$ cat config.mk
export PLATFORM = sky130hd
export DESIGN_NAME = fp_div_sequencer_flat
export DESIGN_NICKNAME = d
export VERILOG_FILES = /design/src/rtl/fp_div_pkg.sv /design/src/rtl/fp_div_sequencer_if.sv /design/src/rtl/fp_div_special.sv /design/src/rtl/fp_div_sequencer.sv /design/src/flat_wrapper.sv
export SDC_FILE = /design/constraint.sdc
export NUM_CORES = 1
export LEC_CHECK = 0
export CAP_MARGIN = 20
export CELL_PAD_IN_SITES_DETAIL_PLACEMENT = 1
export CELL_PAD_IN_SITES_GLOBAL_PLACEMENT = 2
export CORE_UTILIZATION = 37
export CTS_CLUSTER_DIAMETER = 80
export CTS_CLUSTER_SIZE = 24
export DETAILED_ROUTE_END_ITERATION = 10
export DONT_BUFFER_PORTS = 1
export HOLD_SLACK_MARGIN = 0.02
export PLACE_DENSITY_LB_ADDON = 0.12
export SKIP_LAST_GASP = 1
export SYNTH_ARGS = -nofsm -noshare
export SYNTH_HDL_FRONTEND = slang
export SYNTH_SLANG_ARGS = --single-unit
export TNS_END_PERCENT = 1
$ cat constraint.sdc
create_clock -name clk -period 4 [get_ports clk]
set_clock_uncertainty 0.1 [all_clocks]
set_input_delay 0.4 -clock clk [delete_from_list [all_inputs] [get_ports clk]]
set_output_delay 0.4 -clock clk [all_outputs]
set_load 0.02 [all_outputs]
$ cat src/rtl/fp_div_pkg.sv
// Shared types and constants for the sequenced single-precision divider.
// Operand classification lives here so the bench-facing top and the special-case logic agree.
package fp_div_pkg;

  localparam int EXP_W = 8;
  localparam int MAN_W = 23;
  localparam int BIAS  = 127;

  localparam logic [31:0] QNAN = 32'h7FC0_0000;

  localparam int FLG_INV = 3;
  localparam int FLG_DZ  = 2;
  localparam int FLG_OF  = 1;
  localparam int FLG_UF  = 0;

  typedef enum logic [1:0] {IDLE, DIV, NORM, DONE} state_e;
  typedef enum logic [1:0] {ZERO, NORMAL, INF, NAN} opclass_e;

  // Exponent zero is treated as zero regardless of mantissa: denormals are flushed.
  function automatic opclass_e classify(input logic [31:0] x);
    if (x[EXP_W+MAN_W-1:MAN_W] == '0) begin
      return ZERO;
    end else if (x[EXP_W+MAN_W-1:MAN_W] == '1) begin
      return (x[MAN_W-1:0] == '0) ? INF : NAN;
    end else begin
      return NORMAL;
    end
  endfunction

endpackage

$ cat src/rtl/fp_div_sequencer_if.sv
// Operand/result handshake bundle between the FP issue logic and the divide sequencer.
interface fp_div_sequencer_if;

  logic        in_valid;
  logic        in_ready;
  logic [31:0] in_a;
  logic [31:0] in_b;
  logic        out_valid;
  logic        out_ready;
  logic [31:0] out_result;
  logic [3:0]  out_flags;
  logic        busy;

  modport master (
    output in_valid, in_a, in_b, out_ready,
    input  in_ready, out_valid, out_result, out_flags, busy
  );

  modport slave (
    input  in_valid, in_a, in_b, out_ready,
    output in_ready, out_valid, out_result, out_flags, busy
  );

endinterface

$ cat src/rtl/fp_div_special.sv
// Combinational special-operand detection for the divider.
// When special_o is high the quotient is fully determined without running the mantissa divide.
module fp_div_special
  import fp_div_pkg::*;
(
  input  logic [31:0] a_i,
  input  logic [31:0] b_i,
  output logic        special_o,
  output logic [31:0] result_o,
  output logic [3:0]  flags_o
);

  opclass_e classA;
  opclass_e classB;
  logic     sign;

  assign classA = classify(a_i);
  assign classB = classify(b_i);
  assign sign   = a_i[31] ^ b_i[31];

  // Priority order matters: invalid cases must win over the inf/zero shortcuts below them.
  always_comb begin
    special_o = 1'b1;
    result_o  = '0;
    flags_o   = '0;
    if (classA == NAN || classB == NAN ||
        (classA == ZERO && classB == ZERO) ||
        (classA == INF && classB == INF)) begin
      result_o         = QNAN;
      flags_o[FLG_INV] = 1'b1;
    end else if (classA == INF) begin
      result_o = {sign, {EXP_W{1'b1}}, {MAN_W{1'b0}}};
    end else if (classB == INF) begin
      result_o = {sign, {(EXP_W+MAN_W){1'b0}}};
    end else if (classB == ZERO) begin
      result_o        = {sign, {EXP_W{1'b1}}, {MAN_W{1'b0}}};
      flags_o[FLG_DZ] = 1'b1;
    end else if (classA == ZERO) begin
      result_o = {sign, {(EXP_W+MAN_W){1'b0}}};
    end else begin
      special_o = 1'b0;
    end
  end

endmodule

$ cat src/rtl/fp_div_sequencer.sv
// Multi-cycle IEEE-754 single-precision divider: restoring divide at one quotient bit per
// clock, then a single normalise/pack cycle. Results are truncated, denormals flushed.
module fp_div_sequencer
  import fp_div_pkg::*;
(
  input  logic                clk,
  input  logic                rst_n,
  fp_div_sequencer_if.slave   bus
);

  state_e             state_q,  state_d;
  logic [MAN_W+1:0]   rem_q,    rem_d;
  logic [MAN_W:0]     div_q,    div_d;
  logic [MAN_W+1:0]   quo_q,    quo_d;
  logic [4:0]         cnt_q,    cnt_d;
  logic               sign_q,   sign_d;
  logic [EXP_W-1:0]   ea_q,     ea_d;
  logic [EXP_W-1:0]   eb_q,     eb_d;
  logic [31:0]        result_q, result_d;
  logic [3:0]         flags_q,  flags_d;

  logic               specHit;
  logic [31:0]        specResult;
  logic [3:0]         specFlags;

  fp_div_special u_special (
    .a_i       (bus.in_a),
    .b_i       (bus.in_b),
    .special_o (specHit),
    .result_o  (specResult),
    .flags_o   (specFlags)
  );

  // A quotient below 1.0 drops its top bit, so take one more fraction bit and borrow from the exponent.
  logic                    cdNorm;
  logic [MAN_W-1:0]        mantNorm;
  logic signed [EXP_W+1:0] expNorm;
  logic                    expOver;
  logic                    expUnder;

  assign cdNorm   = ~quo_q[MAN_W+1];
  assign mantNorm = cdNorm ? quo_q[MAN_W-1:0] : quo_q[MAN_W:1];
  assign expNorm  = $signed({2'b00, ea_q}) - $signed({2'b00, eb_q})
                  + $signed((EXP_W+2)'(BIAS))
                  - $signed({{(EXP_W+1){1'b0}}, cdNorm});
  assign expOver  = expNorm >= $signed((EXP_W+2)'((1 << EXP_W) - 1));
  assign expUnder = expNorm[EXP_W+1] || (expNorm == '0);

  always_comb begin
    state_d  = state_q;
    rem_d    = rem_q;
    div_d    = div_q;
    quo_d    = quo_q;
    cnt_d    = cnt_q;
    sign_d   = sign_q;
    ea_d     = ea_q;
    eb_d     = eb_q;
    result_d = result_q;
    flags_d  = flags_q;
    case (state_q)
      IDLE: begin
        if (bus.in_valid) begin
          sign_d = bus.in_a[31] ^ bus.in_b[31];
          ea_d   = bus.in_a[EXP_W+MAN_W-1:MAN_W];
          eb_d   = bus.in_b[EXP_W+MAN_W-1:MAN_W];
          if (specHit) begin
            result_d = specResult;
            flags_d  = specFlags;
            state_d  = DONE;
          end else begin
            rem_d   = {1'b0, 1'b1, bus.in_a[MAN_W-1:0]};
            div_d   = {1'b1, bus.in_b[MAN_W-1:0]};
            quo_d   = '0;
            cnt_d   = 5'(MAN_W + 1);
            state_d = DIV;
          end
        end
      end
      DIV: begin
        if (rem_q >= {1'b0, div_q}) begin
          rem_d = (rem_q - {1'b0, div_q}) << 1;
          quo_d = {quo_q[MAN_W:0], 1'b1};
        end else begin
          rem_d = rem_q << 1;
          quo_d = {quo_q[MAN_W:0], 1'b0};
        end
        cnt_d = cnt_q - 5'd1;
        if (cnt_q == '0) begin
          state_d = NORM;
        end
      end
      NORM: begin
        flags_d = '0;
        if (expOver) begin
          result_d        = {sign_q, {EXP_W{1'b1}}, {MAN_W{1'b0}}};
          flags_d[FLG_OF] = 1'b1;
        end else if (expUnder) begin
          result_d        = {sign_q, {(EXP_W+MAN_W){1'b0}}};
          flags_d[FLG_UF] = 1'b1;
        end else begin
          result_d = {sign_q, expNorm[EXP_W-1:0], mantNorm};
        end
        state_d = DONE;
      end
      DONE: begin
        if (bus.out_ready) begin
          state_d = IDLE;
        end
      end
      default: state_d = IDLE;
    endcase
  end

  always_ff @(posedge clk or negedge rst_n) begin
    if (!rst_n) begin
      state_q  <= IDLE;
      rem_q    <= '0;
      div_q    <= '0;
      quo_q    <= '0;
      cnt_q    <= '0;
      sign_q   <= 1'b0;
      ea_q     <= '0;
      eb_q     <= '0;
      result_q <= '0;
      flags_q  <= '0;
    end else begin
      state_q  <= state_d;
      rem_q    <= rem_d;
      div_q    <= div_d;
      quo_q    <= quo_d;
      cnt_q    <= cnt_d;
      sign_q   <= sign_d;
      ea_q     <= ea_d;
      eb_q     <= eb_d;
      result_q <= result_d;
      flags_q  <= flags_d;
    end
  end

  assign bus.in_ready   = (state_q == IDLE);
  assign bus.out_valid  = (state_q == DONE);
  assign bus.busy       = (state_q != IDLE);
  assign bus.out_result = result_q;
  assign bus.out_flags  = flags_q;

endmodule

$ cat src/flat_wrapper.sv
// flat-port wrapper written by rule: the top's interface ports become plain ports
module fp_div_sequencer_flat import fp_div_pkg::*;
  (clk, rst_n, bus_in_valid, bus_in_a, bus_in_b, bus_out_ready, bus_in_ready, bus_out_valid, bus_out_result, bus_out_flags, bus_busy);
  fp_div_sequencer_if bus_i ();
  input  logic clk;
  input  logic rst_n;
  input wire logic [$bits(bus_i.in_valid)-1:0] bus_in_valid;
  input wire logic [$bits(bus_i.in_a)-1:0] bus_in_a;
  input wire logic [$bits(bus_i.in_b)-1:0] bus_in_b;
  input wire logic [$bits(bus_i.out_ready)-1:0] bus_out_ready;
  output wire logic [$bits(bus_i.in_ready)-1:0] bus_in_ready;
  output wire logic [$bits(bus_i.out_valid)-1:0] bus_out_valid;
  output wire logic [$bits(bus_i.out_result)-1:0] bus_out_result;
  output wire logic [$bits(bus_i.out_flags)-1:0] bus_out_flags;
  output wire logic [$bits(bus_i.busy)-1:0] bus_busy;
  assign bus_i.in_valid = bus_in_valid;
  assign bus_i.in_a = bus_in_a;
  assign bus_i.in_b = bus_in_b;
  assign bus_i.out_ready = bus_out_ready;
  assign bus_in_ready = bus_i.in_ready;
  assign bus_out_valid = bus_i.out_valid;
  assign bus_out_result = bus_i.out_result;
  assign bus_out_flags = bus_i.out_flags;
  assign bus_busy = bus_i.busy;
  fp_div_sequencer u_core (.clk(clk), .rst_n(rst_n), .bus(bus_i));
endmodule
# After elaboration in Yosys (flattened, before gate mapping)
# Cells that the tools add are included.
# Widths: inputs -> output; s select.
# totals
reg_bits	134
elab_cells	106
input_bits	68
# op_classes
reduce_logical	23
n_mux	49
bitwise	3
addsub	5
order_cmp	2
eq_ne	14
# ops
op	count
$mux 32	7
$mux 25	5
$pmux 25 s2	2
$pmux 32 s2	1
$mux 31	2
$logic_not 23->1	2
$ge 25x24->1	1
$sub 24x24->24	1
$mux 23	1
$eq 8x8->1 const B	2
$logic_not 8->1	2
$mux 1	16
$mux 2	8
$eq 2x2->1 const B	6
$reduce_and 3->1	4
$add 10x8->10 const B	1
$ge 10x9->1 const B	1
$logic_not 10->1	1
$mux 5	2
$pmux 5 s2	1
$sub 10x2->10	1
$sub 8x8->9	1
$mux 4	2
$pmux 2 s4	1
other kinds (13)	25

# Longest topological paths before layout
# Gate-level depths: netlist of run 1.
# depth
word_depth	13
depth_mapped	19
ltp_nobuf	18

# Hierarchy
# From an unflattened synthesis of run 1, not the netlist that was laid out.
# hier_totals
hier_cells	943
hier_area_um2	8826.0
# by_module_without_submodules
mod	seq_area_each_um2	area_each_um2	cells_each	instances
fp_div_sequencer	3353.2	8311.7	871	1
fp_div_special	0.0	514.2	72	1

# Least setup slack after synthesis of run 1
# OpenSTA, ideal clock, no wires.
# synth_timing
kind	flip-flop to flip-flop
startpoint	register u_core.ea_q[0]
endpoint	register u_core.result_q[26], in the netlist u_core.bus.out_result[26]
arrival_time_ns	3.501
t_required_ns	3.774
setup_time_ns	0.126
stages_incl_launch_ff	16
n_path_buf	0
setup_slack_ns	0.273
period_less_slack_ns	3.727
path_cell_list	dfrtp_1 inv_1 ha_1 inv_1 fa_1 a21o_1 and4_4 nor3_2 nor2_1 ha_1 inv_1 nor3_1 a221oi_1 nand2_1 and3_1 a221o_1
# synth_via
elab_chain_len	8
word_cells_on_any_way	9
classes_between	add/sub: 3; order compare: 1; mux: 3; reduce/logical: 2
# synth_rtl
element	line_no	text
from (decl)	fp_div_sequencer.sv:17	logic [EXP_W-1:0] ea_q, ea_d;
from (signal assigned)	fp_div_sequencer.sv:122	ea_q <= '0;
from (signal assigned)	fp_div_sequencer.sv:133	ea_q <= ea_d;
$sub 8x8->9 *	fp_div_sequencer.sv:43	assign expNorm = $signed({2'b00, ea_q}) - $signed({2'b00, eb_q})
$add 10x8->10 *	fp_div_sequencer.sv:44	+ $signed((EXP_W+2)'(BIAS))
$sub 10x2->10 *	fp_div_sequencer.sv:45	- $signed({{(EXP_W+1){1'b0}}, cdNorm});
branches (longest 3 deep; another with $ge 10x9->1)	-	
$mux 31 *	fp_div_sequencer.sv:94	if (expOver) begin
$pmux 32 s2 *	fp_div_sequencer.sv:60	case (state_q)
to (signal assigned)	fp_div_sequencer.sv:135	result_q <= result_d;
to (decl)	fp_div_sequencer.sv:19	logic [31:0] result_q, result_d;
# Mark *: on every way between the ends.
# A chain may end at the register's enable or synchronous reset.

# Final worst setup path of run 1
# layout_timing
startpoint	register u_core.ea_q[0]
endpoint	register u_core.result_q[23], in the netlist u_core.bus.out_result[23]
# The elaborated chain is that of the path after synthesis.

==> run metrics, run 1 <==
Layout Nets approximately 1.1k; Critical R2R Launch u_core.ea_q[0]; Setup CP Type reg -> reg; largest net degree at the start of global routing about 140; share of synthesized registers carrying an async set or reset 100%; Worst-path clk slew 70 ps; GRT Total Usage 21.6%; Worst Setup End Kind flip-flop; crit path time final ~3800 ps; Reg2Reg Depth 18; # IOs 107; initial antenna violation count 1; Area growth, synth to finish 18.6%; drt via density between 5 and 6; Yosys warnings 0; Post-synth EDFFs 0; DR WL/cell 19.7 µm; die extent in x around 160 µm; vias in the first global route 7,818; fmax 262 MHz; final hold vios 0; Post-Place Cell Area 9140 µm²; max_slew headroom 29.3%; Tcrit/Tclk final between 90% and 100%; final setup vio count 0; syn avg cell area 9.50 µm²; DRC viols 0; reg2reg setup slack roughly 180 ps; final worst slack 180 ps; layout cell share with drive strength beyond 1 19.6%; CTS tree built; Setup WS pre-CTS -39.1 ps; flops & latches, synth 134; Pre-antenna DRT Iters 4; routability cong. 0.892; commonest non-fill, non-tap cells in the layout dfrtp_1, nand2_1, inv_1, a21oi_1, mux2_2; Skew-Pair Late Insertion Delay about 430 ps; core area 22,800 µm²; Mapped Area 8700 µm²; worst hold slack 32.2 ps; status finished, final reports clean; Design Area, Final 10,300 µm²; Critical Path AT 4020 ps; maximum clock path buffer count 2; Routed Antenna Nets 0; first-pass GRT wire length 40.7 mm; max cap viols 0; Root Buffer clkbuf_16; DRT iter0 DRCs 256; Synth Instances 916; Synth Flop Type dfrtp_1; RSZ-0062 raised after global routing yes; H-tree depth 4; Hold Startpoint bus_in_b[5]; detailed placement HPWL around 18 mm; crit-path max FO 7; Setup crit start kind flip-flop; worst-margin pin slew ~1100 ps; Hold Path Class in -> reg; commonest non-fill, non-tap cell in the layout dfrtp_1; final global-route overflow total 0; WL final approximately 25 mm; Crit path required time ~4200 ps; fin. max-slew vios 0; Hold Path Depth 1; setup_tns 0 ps; Initial Util 38.1%; clock tree sinks 134; post-synthesis cell type count 84; CP startpoint u_core.ea_q[0]; total CTS buffers 17; chip height around 160 µm; Port Buffers 0; sequential share of the synthesized area 38.5%; DR vias around 7.2k; Syn Nets 1,033; die area 24,100 µm²; Row Count 55
==> final cells by class <==
type,count,area [µm²]
repair buffers,67,668
multi-input cells,675,5060
well taps,313,392
clock inverters,15,179
diodes,1,2.50
inverters,63,236
clock buffers,17,425
fillers,2616,12500
flip-flops and latches,134,3350
==> stage by stage <==
stage	std cells	util, %
2_1_floorplan	916	-
3_3_place_gp	1210	40.0
3_5_place_dp	1210	40.0
4_1_cts	1281	44.5
5_1_grt	1285	45.1
6_report	1285	45.1
==> worst max-delay path, stage by stage (launching register included) <==
cell      delay, ps
dfrtp_1         380
inv_1            60
ha_1            150
inv_1            60
fa_2            360
xor2_1          220
buf_4           160
ha_2            300
nor2b_1         140
o21a_1          200
nor2_4          120
buf_4           140
nor2_1           50
a22oi_2         280
a211oi_4        130
o41ai_2         370
a21oi_2          50
buf_4           160
a221o_1         260
==> registers in the layout, indices dropped and copies added, names as in the netlist <==
| name | flops |
|---|---|
| u_core.bus.out_flags | 4 |
| u_core.bus.out_result | 32 |
| u_core.cnt_q | 5 |
| u_core.div_q | 24 |
| u_core.ea_q | 8 |
| u_core.eb_q | 8 |
| u_core.quo_q | 25 |
| u_core.rem_q | 25 |
| u_core.sign_q | 1 |
| u_core.state_q | 2 |
==> metal layers <==
layer	global-route usage, %	wire, µm	up-vias
met5	0	0	-
met4	6.49	419	0
met3	3.40	853	24
met2	39.0	12900	109
met1	26.2	11100	3633
li1	-	-	3430
==> Yosys cell counts, drive strengths merged, types with 9 or more instances <==
master | count | share of area, %
nand3 | 35 | 2.2
nor3 | 11 | 0.69
a21o | 18 | 1.6
mux2 | 48 | 6.2
buf | 13 | 1.1
a21oi | 64 | 3.7
inv | 62 | 2.7
clkbuf | 31 | 1.3
and3 | 15 | 1.1
nor4 | 19 | 1.5
nor2 | 41 | 1.8
xor2 | 9 | 0.91
o31ai | 28 | 3.6
ha | 46 | 6.6
dfrtp | 134 | 39
nand2 | 115 | 5.0
xnor2 | 17 | 1.7
nand4 | 15 | 1.1
o22ai | 11 | 0.86
o21ai | 45 | 2.8
mux2i | 27 | 3.1
==> repair_timing <==
| item | in CTS | in global routing |
|---|---|---|
| setup endpoints to repair | 22 | 32 |
| gates resized for setup | 1 | 27 |
| pin swaps | 0 | 8 |
| hold buffers | 39 | 0 |
| setup buffers | 0 | 3 |
| hold endpoints to repair | 171 | 0 |
==> cells by family after synthesis <==
family	after synthesis	share of synthesized area (%)
flops	134	38.5
simple gates	281	15.8
buf+inv	107	5.12
mux	75	9.32
compound gates	244	21.3
fa+ha+maj	49	7.31
xor+xnor	26	2.62
==> worst paths after layout <==
check | end
max | u_core.bus.out_result[23]
min in group asynchronous | u_core.bus.out_result[15]
min reg2reg | u_core.div_q[23]
min | u_core.div_q[5]
max reg2reg | u_core.bus.out_result[23]
max in group asynchronous | u_core.rem_q[22]
Power of run 1 is not shown: default switching activity piles up to over one toggle a cycle in this logic, so the estimate is an artifact.
==> run 2, diff against run 1 <==
--- a/config.mk
+++ b/config.mk
@@ -5,10 +5,11 @@
 export SDC_FILE = /design/constraint.sdc
 export NUM_CORES = 1
 export LEC_CHECK = 0
+export ABC_AREA = 1
 export CAP_MARGIN = 20
 export CELL_PAD_IN_SITES_DETAIL_PLACEMENT = 1
 export CELL_PAD_IN_SITES_GLOBAL_PLACEMENT = 2
-export CORE_UTILIZATION = 37
+export CORE_UTILIZATION = 34
 export CTS_CLUSTER_DIAMETER = 80
 export CTS_CLUSTER_SIZE = 24
 export DETAILED_ROUTE_END_ITERATION = 10
==> constraint.sdc (replaced) <==
create_clock -name clk -period 4 [get_ports clk]
set_clock_uncertainty 0.1 [all_clocks]
set_input_delay 0.4 -clock clk [delete_from_list [all_inputs] [get_ports clk]]
set_output_delay 0.4 -clock clk [all_outputs]
set_load 0.005 [all_outputs]
==> run metrics, run 2 <==
Initial Util 34.7% (-3.4 points); Mapped Area 8430 µm² (-3.1%); crit path time final 3560 ps (-259 ps); routability cong. 0.833 (-6.5%); Routed Antenna Nets 0 (unchanged); Worst Setup End Kind flip-flop; top-count cell post-synth nand2_1; syn avg cell area 7.52 µm² (-21%); flops & latches, synth 134 (unchanged); fin. max-slew vios 0 (unchanged); Root Buffer clkbuf_16; core area 24,300 µm² (+6.4%); post-CTS setup buffers 0 (unchanged); Crit path required time 4270 ps (+70 ps); Critical Path AT 3830 ps (-190 ps); area of the multi-input gates 4330 µm² (-14%); commonest non-fill, non-tap cells in the layout nand2_1, inv_1, dfrtp_1, o21ai_0, nor2_1; Slowest Stage Delay on Critical Path 420 ps (+40 ps); hold path endpoint u_core.rem_q[15]; setup_tns 0 ps (unchanged); max reg flops 32 (unchanged); maximum clock path buffer count 2 (unchanged); crit-path max FO 22 (+15); largest net degree at the start of global routing 135 (unchanged); Worst-path clk slew 80 ps (about the same); FILL cells 2,972 (+14%); layout cell share with drive strength beyond 1 6.67% (-13 points); H-tree depth 4 (unchanged); Post-synth EDFFs 0 (unchanged); first-pass GRT wire length 41.1 mm (+1.0%); status finished, final reports clean; max cap viols 0 (unchanged); Slowest-stage cell, CP fa_1; biggest area consumer among synthesized cells dfrtp_1; buffers and inverters on the worst path 4 (-1); Yosys warnings 0 (unchanged); Port Buffers 0 (unchanged); share of synthesized registers carrying an async set or reset 100% (unchanged); Area growth, synth to finish 14.5%; detailed placement HPWL 17.9 mm (-2.2%); GRT Total Usage 20.3% (-1.2 points); final hold vios 0 (unchanged); Reg area 3350 µm² (unchanged); total CTS buffers 17 (unchanged); Setup CP Type reg -> reg; DR WL/cell 16.7 µm (-15%); crit-path most repeated cell nand2_1; Syn Nets 1,239 (+20%); Area contributors post-synth dfrtp_1, nand2_1, ha_1; final global-route overflow total 0 (unchanged); post-synthesis cell type count 47 (-44%); Synth Flop Type dfrtp_1; worst-path cell chain inv_1, ha_1, inv_1, fa_1, nand3_1, nand3_1, xnor2_1, inv_1, ha_1, a21oi_1, o21ai_0, nor2_1, nor2_1, nand3_1, nand2_1, nand2_1, nand2_2, a21oi_2, nor2_4, nor2_4, buf_4, nand2_1, nand2_1; DR vias 7,381 (+2.6%); Hold Startpoint bus_in_a[15]; final setup vio count 0 (unchanged); fmax 281 MHz (+7.3%); Row Count 57 (+3.6%); drt via density 4.99 (-11%); DRT iter0 DRCs 257 (+0.39%); # IOs 107 (unchanged); Hold Path Class in -> reg; Top Family by Delay on Critical Path simple AND/OR/NAND/NOR gates; die area 25,400 µm² (+5.4%); CTS tree built; vias in the first global route 7,931 (+1.4%); Tcrit/Tclk final 89.0% (-6.5 points); max_slew headroom 31.9% (+2.6 points); clock tree sinks 134 (unchanged); Hold Path Depth 2 (+1); commonest non-fill, non-tap cell in the layout nand2_1; Critical R2R Launch u_core.ea_q[0]; Synth Instances 1,122 (+22%); end of the worst register-to-register path u_core.bus.out_result[4]; WL final 24.6 mm (-2.6%); Reg2Reg Depth 23 (+5); worst-margin pin slew 1020 ps (-31.0 ps); DRC viols 0 (unchanged); Layout Nets 1,258 (+17%); Synth top cells by count nand2_1, inv_1, dfrtp_1; reg2reg setup slack 440 ps (+260 ps); Pre-antenna DRT Iters 4 (unchanged); die extent in x 159 µm (+2.7%); RSZ-0062 raised after global routing no; chip height 159 µm (+2.7%); Skew-Pair Late Insertion Delay 430 ps (about the same); top-area cell type share of the netlist area 39.8% (+1.2 points); sequential share of the synthesized area 39.8% (+1.2 points); Setup crit start kind flip-flop; initial antenna violation count 0 (-1); n_diodes 0 (-1)
-- run 2: layout make-up --
| type | count | area share, % |
|---|---|---|
| multi-input combinational | 806 | 44.8 |
| sequential | 134 | 34.7 |
| inverter | 144 | 5.60 |
| clock buffer | 17 | 4.41 |
| tap | 324 | 4.20 |
| timing repair buffer | 38 | 3.86 |
| clock inverter | 15 | 2.36 |
-- run 2: logic make-up (layout without fill, tap and decap cells) --
family / count (synthesis) / in the layout / share of synthesized area, %
xor+xnor: 31 / 31 / 3.22
buf+inv: 182 / 214 / 8.98
simple gates: 494 / 494 / 25.5
compound gates: 232 / 232 / 15.0
flops: 134 / 134 / 39.8
fa+ha+maj: 49 / 49 / 7.54
-- run 2: layer usage --
metal	global-route usage, %	up-vias	wire length, µm
met3	3.99	24	787
met4	5.46	0	392
li1	-	3712	-
met2	34.4	91	11600
met5	0	-	0
met1	26.4	3554	11800
-- run 2: worst max path at each step --
stage                   start                   endpoint  slack [ps]  cells past startpoint
6_report       u_core.ea_q[0]   u_core.bus.out_result[4]         440                     23
5_1_grt        u_core.ea_q[0]  u_core.bus.out_result[21]          20                     21
3_5_place_dp   u_core.ea_q[0]   u_core.bus.out_result[4]         400                     21
4_1_cts        u_core.ea_q[0]   u_core.bus.out_result[7]         390                     21
2_1_floorplan  u_core.ea_q[0]  u_core.bus.out_result[13]         770                     24
3_3_place_gp   u_core.ea_q[0]   u_core.bus.out_result[5]         490                     21
-- run 2: per-stage QoR --
stage	cells	utilization [%]	hold slack (ps)	cell area [µm²]	setup WS, ps
2_1_floorplan	1122	-	4.41	8430	772
3_3_place_gp	1418	35.8	8.62	8700	495
3_5_place_dp	1418	35.8	9.23	8700	395
4_1_cts	1478	39.7	22.1	9660	391
5_1_grt	1478	39.7	24.3	9660	20.7
6_report	1478	39.7	17.5	9660	439
-- run 2: worst reg2reg max path, cell delays in order, from the launching register on --
cell and delay (ps):
dfrtp_1 370, inv_1 60, ha_1 150, inv_1 60, fa_1 420, nand3_1 100, nand3_1 80, xnor2_1 240
inv_1 100, ha_1 330, a21oi_1 140, o21ai_0 90, nor2_1 150, nor2_1 60, nand3_1 100, nand2_1 60
nand2_1 100, nand2_2 90, a21oi_2 160, nor2_4 60, nor2_4 70, buf_4 250, nand2_1 90, nand2_1 60
-- run 2: repair_timing --
action                                 in CTS  in global routing
endpoints found under the hold margin     160                  0
gates resized for setup                     0                  0
hold buffers                               28                  0
Power of run 2 is left out for the same reason.
==> run 3, diff against run 2 <==
--- a/config.mk
+++ b/config.mk
@@ -16,6 +16,7 @@
 export DONT_BUFFER_PORTS = 1
 export HOLD_SLACK_MARGIN = 0.02
 export PLACE_DENSITY_LB_ADDON = 0.12
+export REMOVE_ABC_BUFFERS = 1
 export SKIP_LAST_GASP = 1
 export SYNTH_ARGS = -nofsm -noshare
 export SYNTH_HDL_FRONTEND = slang
==> run metrics, run 3 (synthesized netlist as in run 2, its figures left out) <==
status finished, final reports clean; Hold Path Class in -> reg; fin. max-slew vios 0 (unchanged); Root Buffer clkbuf_16; total CTS buffers 17 (unchanged); largest net degree at the start of global routing 135 (unchanged); # IOs 107 (unchanged); Crit path required time 4230 ps (-40 ps); initial antenna violation count 0 (unchanged); first-pass GRT wire length 40.6 mm (-1.3%); n_diodes 0 (unchanged); final global-route overflow total 0 (unchanged); Setup CP Type reg -> reg; maximum clock path buffer count 2 (unchanged); Slowest Stage Delay on Critical Path 430 ps (about the same); detailed placement HPWL 17.5 mm (-1.7%); Layout Nets 1,263 (+0.40%); DRC viols 0 (unchanged); fmax 277 MHz (-1.5%); die area 25,400 µm² (unchanged); crit-path max FO 22 (unchanged); clock tree sinks 134 (unchanged); worst-path cell chain inv_1, ha_1, inv_1, fa_1, nand3_1, nand3_1, xnor2_1, inv_1, ha_1, a21oi_1, o21ai_0, nor2_1, xnor2_1, nand4_1, nand3_1, nand2_1, nor2_4, nor2_4, buf_4, nand2_1, nand2_1; max reg flops 32 (unchanged); DR WL/cell 16.4 µm (-1.5%); H-tree depth 4 (unchanged); chip height 159 µm (unchanged); Routed Antenna Nets 0 (unchanged); commonest non-fill, non-tap cells in the layout nand2_1, inv_1, dfrtp_1, o21ai_0, nor2_1; reg2reg setup slack 390 ps (-50 ps); DRT iter0 DRCs 334 (+30%); CTS tree built; setup_tns 0 ps (unchanged); layout cell share with drive strength beyond 1 6.73% (+0.057 points); final hold vios 0 (unchanged); Tcrit/Tclk final 90.3% (+1.3 points); worst hold slack 46.2 ps (+28.7 ps); die extent in x 159 µm (unchanged); worst-margin pin slew 924 ps (-96.2 ps); DR vias 7,326 (-0.75%); Worst-path clk slew 70 ps (about the same); Area growth, synth to finish 15.2%; max_slew headroom 38.3% (+6.3 points); max cap viols 0 (unchanged); Initial Util 34.7% (unchanged); met3 GRT Util 3.88% (-0.10 points); RSZ-0062 raised after global routing no; final setup vio count 0 (unchanged); Worst Setup End Kind flip-flop; crit path time final 3610 ps (+52.6 ps); Skew-Pair Late Insertion Delay 440 ps (about the same); drt via density 4.94 (-1.1%); Setup crit start kind flip-flop; Top Family by Delay on Critical Path simple AND/OR/NAND/NOR gates; GRT Total Usage 20.2% (-0.11 points); Slowest-stage cell, CP fa_1; Util after Layout 40.0% (+0.26 points); Pre-antenna DRT Iters 4 (unchanged); commonest non-fill, non-tap cell in the layout nand2_1; vias in the first global route 7,778 (-1.9%); WL final 24.3 mm (-1.1%); Port Buffers 0 (unchanged); routability cong. 0.800 (-4.0%); met2 global-route usage 35.2% (+0.77 points); Row Count 57 (unchanged); GR Layer Usage met1 25.7% (-0.67 points); grt peak-use layer met2; Critical Path AT 3840 ps (about the same); buffers and inverters on the worst path 4 (unchanged); post-CTS setup buffers 0 (unchanged); core area 24,300 µm² (unchanged)
[run 3: cell types whose count changed in the layout (fill, tap and decap cells not counted), sizes merged]
| cell | previous run | this run |
|---|---|---|
| dlygate4sd3 | 27 | 31 |
| bufinv | 3 | 2 |
| inv | 151 | 152 |
| buf | 11 | 12 |
| clkinvlp | 0 | 1 |
| clkinv | 5 | 4 |
[run 3: worst paths after layout]
path | from | end | cells after the start
min in group asynchronous | rst_n | u_core.bus.out_flags[0] | 2
max | u_core.ea_q[0] | u_core.bus.out_result[5] | 21
max reg2reg | u_core.ea_q[0] | u_core.bus.out_result[5] | 21
min reg2reg | u_core.div_q[23] | u_core.div_q[23] | 2
max in group asynchronous | rst_n | u_core.quo_q[3] | 2
min | bus_in_a[28] | u_core.ea_q[5] | 2
[run 3: cell type report]
class,instances,area [µm²]
fill,2973,14600
multi-input combinational,806,4330
sequential,134,3350
inverter,144,541
timing repair buffer,43,460
clock buffer,17,425
tap,324,405
clock inverter,15,203
[run 3: repair_timing]
| item | 4_1_cts | 5_1_grt |
|---|---|---|
| gates resized for setup | 0 | 0 |
| endpoints found under the hold margin | 164 | 0 |
| hold buffers | 32 | 0 |
| endpoints found under the setup margin | 0 | 0 |
[run 3: layer usage]
layer  routed length [µm]  up-vias
li1                     -     3726
met1                11400     3499
met2                12000       84
met3                  634       17
met4                  245        0
met5                    0        -
[run 3: stage by stage]
step           std cells  cell area (µm²)  setup slack [ps]
3_5_place_dp        1418             8720               363
6_report            1483             9720               386
4_1_cts             1482             9690               352
3_3_place_gp        1417             8700               495
2_1_floorplan       1084             8220               268
5_1_grt             1483             9720              10.2
Power of run 3 is left out for the same reason.
